===== src/rtl/pc_unit.sv =====
// Program-counter unit: holds the fetch address, advances on accepted fetches,
// and handles traps, redirects, stall and halt/resume with a saturating fetch counter.
module pc_unit #(
    parameter int unsigned       XLEN       = 32,
    parameter logic [XLEN-1:0]   RESET_VEC  = 32'h0000_0000,
    parameter logic [XLEN-1:0]   TRAP_VEC   = 32'h0000_0100,
    parameter int unsigned       STEP       = 4,
    parameter int unsigned       ALIGN_BITS = 2,
    parameter int unsigned       CNT_W      = 16
) (
    input  logic             clk,
    input  logic             rst,
    input  logic             stall_i,
    input  logic             halt_i,
    input  logic             resume_i,
    input  logic             trap_i,
    input  logic             redirect_i,
    input  logic [XLEN-1:0]  redirect_target_i,
    input  logic             fetch_ready_i,
    output logic             fetch_valid_o,
    output logic [XLEN-1:0]  pc_o,
    output logic [XLEN-1:0]  pc_next_seq_o,
    output logic             misalign_o,
    output logic [1:0]       state_o,
    output logic [CNT_W-1:0] fetch_count_o
);

    typedef enum logic [1:0] {
        StBoot   = 2'b00,
        StRun    = 2'b01,
        StHalted = 2'b10
    } state_e;

    localparam logic [XLEN-1:0] StepW     = XLEN'(STEP);
    // ALIGN_BITS = 0 yields an all-zero mask, disabling the alignment check.
    localparam logic [XLEN-1:0] AlignMask = XLEN'((64'd1 << ALIGN_BITS) - 64'd1);

    state_e           state_q, state_d;
    logic [XLEN-1:0]  pc_q, pc_d;
    logic             misalign_q, misalign_d;
    logic [CNT_W-1:0] cnt_q, cnt_d;

    logic fire;
    logic target_bad;

    assign target_bad = |(redirect_target_i & AlignMask);

    always_ff @(posedge clk or negedge rst) begin
        if (!rst) begin
            state_q    <= StBoot;
            pc_q       <= RESET_VEC;
            misalign_q <= 1'b0;
            cnt_q      <= '0;
        end else begin
            state_q    <= state_d;
            pc_q       <= pc_d;
            misalign_q <= misalign_d;
            cnt_q      <= cnt_d;
        end
    end

    always_comb begin
        state_d    = state_q;
        pc_d       = pc_q;
        misalign_d = 1'b0;
        cnt_d      = cnt_q;
        unique case (state_q)
            StBoot: begin
                state_d = StRun;
            end
            StRun: begin
                if (trap_i) begin
                    pc_d = TRAP_VEC;
                end else if (redirect_i) begin
                    if (target_bad) begin
                        pc_d       = TRAP_VEC;
                        misalign_d = 1'b1;
                    end else begin
                        pc_d = redirect_target_i;
                    end
                end else if (!stall_i && fire) begin
                    pc_d = pc_q + StepW;
                end
                if (fire && (cnt_q != {CNT_W{1'b1}})) begin
                    cnt_d = cnt_q + 1'b1;
                end
                if (halt_i) begin
                    state_d = StHalted;
                end
            end
            StHalted: begin
                if (trap_i) begin
                    pc_d    = TRAP_VEC;
                    state_d = StRun;
                end else begin
                    if (redirect_i) begin
                        if (target_bad) begin
                            pc_d       = TRAP_VEC;
                            misalign_d = 1'b1;
                        end else begin
                            pc_d = redirect_target_i;
                        end
                    end
                    if (resume_i && !halt_i) begin
                        state_d = StRun;
                    end
                end
            end
            default: begin
                state_d = StRun;
            end
        endcase
    end

    always_comb begin
        fetch_valid_o = (state_q == StRun);
        fire          = fetch_valid_o & fetch_ready_i;
        pc_o          = pc_q;
        pc_next_seq_o = pc_q + StepW;
        misalign_o    = misalign_q;
        state_o       = state_q;
        fetch_count_o = cnt_q;
    end

endmodule


===== config.mk =====
export PLATFORM = sky130hd
export DESIGN_NAME = pc_unit
export DESIGN_NICKNAME = d
export VERILOG_FILES = /design/src/rtl/pc_unit.sv
export SDC_FILE = /design/constraint.sdc
export NUM_CORES = 1
export LEC_CHECK = 0
export CAP_MARGIN = 20
export CORE_ASPECT_RATIO = 0.5
export CORE_UTILIZATION = 40
export DETAILED_ROUTE_END_ITERATION = 16
export PLACE_DENSITY = 0.81
export SLEW_MARGIN = 20
export SYNTH_ARGS = -nofsm -noshare
export SYNTH_HDL_FRONTEND = slang
export SYNTH_SLANG_ARGS = --single-unit

===== constraint.sdc =====
create_clock -name clk -period 1.95 [get_ports clk]
set_input_delay 0.39 -clock clk [delete_from_list [all_inputs] [get_ports clk]]
set_output_delay 0.39 -clock clk [all_outputs]
set_load 0.005 [all_outputs]

# Word-level counts from Yosys, hierarchy flattened
# Index checks and enable logic that the tools add are counted.
[totals] elab_cells=40 regBits=51
[op_classes] addsub=2 n_mux=15 n_reduce_logical=11 n_eq_ne=7 bitwise_logic=1
[ops] op="two-way mux 32 bit" count=6
[ops] op="one-hot mux 32 bit (2 select lines)" count=1
[ops] op="adder 32 x 3 -> 32 bit, second input constant" count=1
[ops] op="adder 16 x 1 -> 16 bit, second input constant" count=1
[ops] op="!= test 16 bit, second input constant" count=1
[ops] op="two-way mux 2 bit" count=3
[ops] op="!= test 3 bit, second input constant" count=2
[ops] op="two-way mux 1 bit" count=4
[ops] op="!= test 4 x 3 -> 1 bit, second input constant" count=1
[ops] op="one-hot mux 2 bit (2 select lines)" count=1
[ops] op="AND reduction 2 bit" count=2
[ops] op="OR reduction 2 bit" count=2
[ops] op="logical AND 1 bit" count=3
[ops] op="AND reduction 3 bit" count=1
[ops] op="equality test 2 x 1 -> 1 bit, second input constant" count=1
[ops] op="equality test 2 bit, second input constant" count=1
[ops] op="logical NOT 1 bit" count=2
[ops] op="!= test 2 bit, second input constant" count=1
[ops] op="nonzero test 2 bit" count=1
[ops] op="AND 1 bit" count=1

# Depth between registers and ports, before layout
# Gate-level depths: netlist (run 1).
[logic_depth] ltp_word=7 mapped_depth=8

# Worst setup path before layout (run 1)
# Ideal clock, no wire load.
[synth_timing] kind="reg-to-output" start="register pc_q[2] (netlist: pc_o[2])" end="output pc_next_seq_o[24]" stages_incl_launch_ff=7 n_path_buf=1 path_slack_ns=-0.090 arrival_time_ns=1.650 cell_sequence="dfrtp_1 > ha_1 > nand3_2 > nor4_4 > buf_6 > nand3_1 > xnor2_1"
[synth_via] elab_chain_len=1
[synth_lines] item="start, declared" line="39" text="logic [XLEN-1:0] pc_q, pc_d;"
[synth_lines] item="start signal, assigned" line="56" text="pc_q <= pc_d;"
[synth_lines] item="adder 32 x 3 -> 32 bit" line="119" text="pc_next_seq_o = pc_q + StepW;"
[synth_lines] item="end, declared" line="22" text="output logic [XLEN-1:0] pc_next_seq_o,"
# No other way between the ends.

# Worst setup path in the final report (run 1)
[layout_timing] start="register pc_q[9] (netlist: pc_o[9])" end="output pc_next_seq_o[27]"
# The elaborated chain is that of the path after synthesis.

==> results of run 1 <==
worst max-delay path, cell delays in order (launching register included):
cell	delay [ps]
sky130_fd_sc_hd__dfrtp_1	430
sky130_fd_sc_hd__nand4_4	180
sky130_fd_sc_hd__buf_6	180
sky130_fd_sc_hd__nor4_4	360
sky130_fd_sc_hd__nand4_1	250
sky130_fd_sc_hd__xnor2_1	300
sky130_fd_sc_hd__buf_2	170
registers in the layout (all words and copies together), names as in the netlist:
name,flops
misalign_o,1
pc_o,32
fetch_count_o,16
state_o,2
kinds of logic after synthesis:
family                   synth area share
AND/OR/NAND/NOR                     0.232
XOR/XNOR                            0.101
adder cells (fa/ha/maj)            0.0160
buffers and inverters              0.0447
flip-flops                          0.407
AO/OA/AOI/OAI                       0.193
multiplexers                      0.00718
stage by stage:
step | setup WS, ps | utilization | instance area, um2 | std cells
after floorplan | 2.99 | - | 3160 | 329
after global placement | -433 | 0.687 | 5120 | 631
after detailed placement | -553 | 0.687 | 5120 | 631
after CTS | -341 | 0.753 | 5620 | 668
after global routing | -631 | 0.795 | 5930 | 683
final | -625 | 0.795 | 5930 | 683
final cells by class:
cell class                      instances  share of cell area
Clock buffer                            6              0.0217
Clock inverter                          2             0.00211
Inverter                               11             0.00696
Multi-Input combinational cell        253               0.353
Sequential cell                        51               0.216
Tap cell                              108              0.0228
Timing Repair Buffer                  252               0.377
cells in the mapped netlist (7+ instances only):
| cell type | number |
|---|---|
| sky130_fd_sc_hd__a21o_1 | 11 |
| sky130_fd_sc_hd__a21oi_1 | 18 |
| sky130_fd_sc_hd__a22o_1 | 7 |
| sky130_fd_sc_hd__and3_1 | 9 |
| sky130_fd_sc_hd__dfrtp_1 | 51 |
| sky130_fd_sc_hd__inv_1 | 11 |
| sky130_fd_sc_hd__nand2_1 | 32 |
| sky130_fd_sc_hd__nand3_1 | 14 |
| sky130_fd_sc_hd__nand4_1 | 13 |
| sky130_fd_sc_hd__nor2_1 | 19 |
| sky130_fd_sc_hd__nor3_1 | 8 |
| sky130_fd_sc_hd__o21ai_0 | 17 |
| sky130_fd_sc_hd__xnor2_1 | 23 |
| sky130_fd_sc_hd__xor2_1 | 13 |
path summary, 6_finish.rpt:
kind                                     end  cells past startpoint
setup / recovery           pc_next_seq_o[27]                      6
min in group clk           fetch_count_o[11]                      1
setup reg to reg                    pc_o[29]                     11
max in group asynchronous            pc_o[2]                      2
hold reg to reg            fetch_count_o[11]                      1
hold / removal                       pc_o[1]                      2
what timing repair did:
item / 4_1_cts / 5_1_grt
cloned: 0 / 0
setup buffers: 41 / 19
gates resized for setup: 156 / 42
pin swaps: 43 / 32
endpoints found under the setup margin: 32 / 42
routing by layer:
metal | global-route usage | up-vias | routed length (um)
met1 | 0.355 | 2003 | 5590
met4 | 0.119 | 0 | 990
met5 | 0 | - | 0
li1 | - | 1711 | -
met3 | 0.0702 | 102 | 1380
met2 | 0.505 | 308 | 6830
power breakdown:
part / switching [mW] / leakage (nW) / total [mW] / internal, mW
Clock: 0.427 / 0.0669 / 0.903 / 0.476
Combinational: 1.05 / 2.30 / 2.25 / 1.20
Sequential: 0.204 / 0.684 / 1.44 / 1.23
==> summary.log, run 1 <==
qor: run_status.outcome finished, violations left
qor: run_status.violations setup timing
qor: yosys.cell_types_occupying_the_most_area_after_synthesis sky130_fd_sc_hd__dfrtp_1 41%, sky130_fd_sc_hd__xnor2_1 6.4%, sky130_fd_sc_hd__nand2_1 3.8%, sky130_fd_sc_hd__xor2_1 3.6%, sky130_fd_sc_hd__a21oi_1 2.9%
qor: routing.first_iter_violations 476
qor: pwr.static_power_due_to_leakage 3.05 nW
qor: sta.max-slew-margin-rel 0.741
qor: sta.part_of_the_cycle_the_worst_path_needs 1.32
qor: floorplan.io_pins 124
qor: place.placement.io_buffers 123
qor: routing.route.detailed.wl_per_inst 21.6 um
qor: sta.maxClockFrequency 388 MHz
qor: sta.finalWorstPathRequiredPeriod 2580 ps
qor: finish.layout.cells.most_common sky130_fd_sc_hd__buf_4
qor: sta.finClkSkew 12.5 ps
qor: clocking.ctsLongestPathBuffers 2
qor: global_routing.grt_antenna_before_repair 0
qor: finish.n_antenna_cell 0
qor: yosys.synthDominantAreaCellType sky130_fd_sc_hd__dfrtp_1
qor: clocking.cts_inserted_buffers 5
qor: worst_setup_path.cp_data_arrival_time 2190 ps
qor: worst_setup_path.start_kind flop
qor: worst_setup_path.r2r_setup_slack -260 ps
qor: sta.report.final.slew_viol_count 0
qor: routing.detail-route-antenna-nets 0
qor: finish.layout_filler_cell_count 401
qor: min_path.worst_hold_path_type input port to async pin
qor: sta.setup-violations-final 42
qor: finish.layout.area.seq 1280 um2
qor: floorplan.die-height 64.6 um
qor: sta.setup_slack -625 ps
qor: sta.timing.final.hold_violations 0
qor: routing.vias 4124
qor: floorplan.die-width 127 um
qor: pwr.peakVddDrop 0.632 mV
qor: sta.rsz0062_at_grt true
qor: clocking.cts_tree done
qor: clocking.cts_max_level 2
qor: yosys.avg_cell_area_syn 9.53 um2
qor: sta.slew_of_the_pin_with_the_lowest_slew_margin 384 ps
qor: sta.hold_slack 62.0 ps
qor: floorplan.die_area 8220 um2
qor: global_routing.grt_remaining_overflow 0
qor: yosys.yosys_warnings 0
qor: finish.multiInputGateArea 2090 um2
qor: routing.via_per_inst 6.04
qor: pwr.p_total 4.59 mW
qor: worst_setup_path.setup.worst_path.start pc_o[9]
qor: clocking.clkTransAtPathRegs 70 ps
qor: place.gp_congestion 0.819
qor: sta.fin_tns_setup -12210 ps
qor: global_routing.grt_pass1_vias 3777
qor: worst_setup_path.worstSetupEndpointType output port
qor: routing.postRouteWirelength 14800 um
qor: yosys.synth-async-reset-ratio 1.00
qor: worst_setup_path.criticalPathCategory flop to output port
qor: global_routing.globalRouteTotalUtil 0.293
qor: clocking.root_buffer sky130_fd_sc_hd__clkbuf_16
qor: yosys.top_cell_type_s_share_of_synthesized_area 0.407
qor: clocking.clock_insertion_delay_worst_skew 310 ps
qor: worst_setup_path.critical_path.reg2reg.startpoint pc_o[3]
qor: yosys.synthesis.area 3140 um2
qor: job.maxCapViolations 0
qor: routing.detail_route.drc_violations 0
qor: floorplan.floorplan_core_area 7460 um2
qor: finish.synthToLayoutAreaGrowth 89.0%
qor: finish.top_library_cells_by_usage_in_the_layout_fill_and_taps_aside 104 x sky130_fd_sc_hd__buf_4, 91 x sky130_fd_sc_hd__clkdlybuf4s50_1, 49 x sky130_fd_sc_hd__dfrtp_1
qor: pwr.p_per_area 773 nW/um2
qor: yosys.synth-seq-cells 51
qor: finish.drive_gt1_frac 0.391
qor: yosys.synth_nets 373
qor: global_routing.grt_first_pass_wirelength 18900 um
qor: yosys.syn-instance-count 329
qor: yosys.synth_edf_count 0
qor: routing.first_pass_iters 5
qor: place.dp_hpwl 7770 um
qor: clocking.cts.sinks 51
qor: worst_setup_path.worst_ep_required_time 1560 ps
qor: floorplan.std_cell_rows 22
qor: floorplan.initial_utilization 0.420
qor: global_routing.grt_max_degree 52
qor: finish.num-nets-final 618
qor: yosys.synth_ff_type sky130_fd_sc_hd__dfrtp_1
qor: clocking.cts-hold-fix-buffers 0
qor: yosys.synth.lib_cells_used.distinct 48
qor: yosys.synth_seq_area_share 0.407
qor: worst_setup_path.critical_path.max_fanout 3
Power figures use the tool's default switching activity.
==> run 2: changes to the inputs <==
--- a/config.mk
+++ b/config.mk
@@ -9,6 +9,7 @@
 export CORE_ASPECT_RATIO = 0.5
 export CORE_UTILIZATION = 40
 export DETAILED_ROUTE_END_ITERATION = 16
+export HOLD_SLACK_MARGIN = 0.06
 export PLACE_DENSITY = 0.81
 export SLEW_MARGIN = 20
 export SYNTH_ARGS = -nofsm -noshare
==> results of run 2 <==
No change in the layout: final DEF, timing and power equal those of run 1.
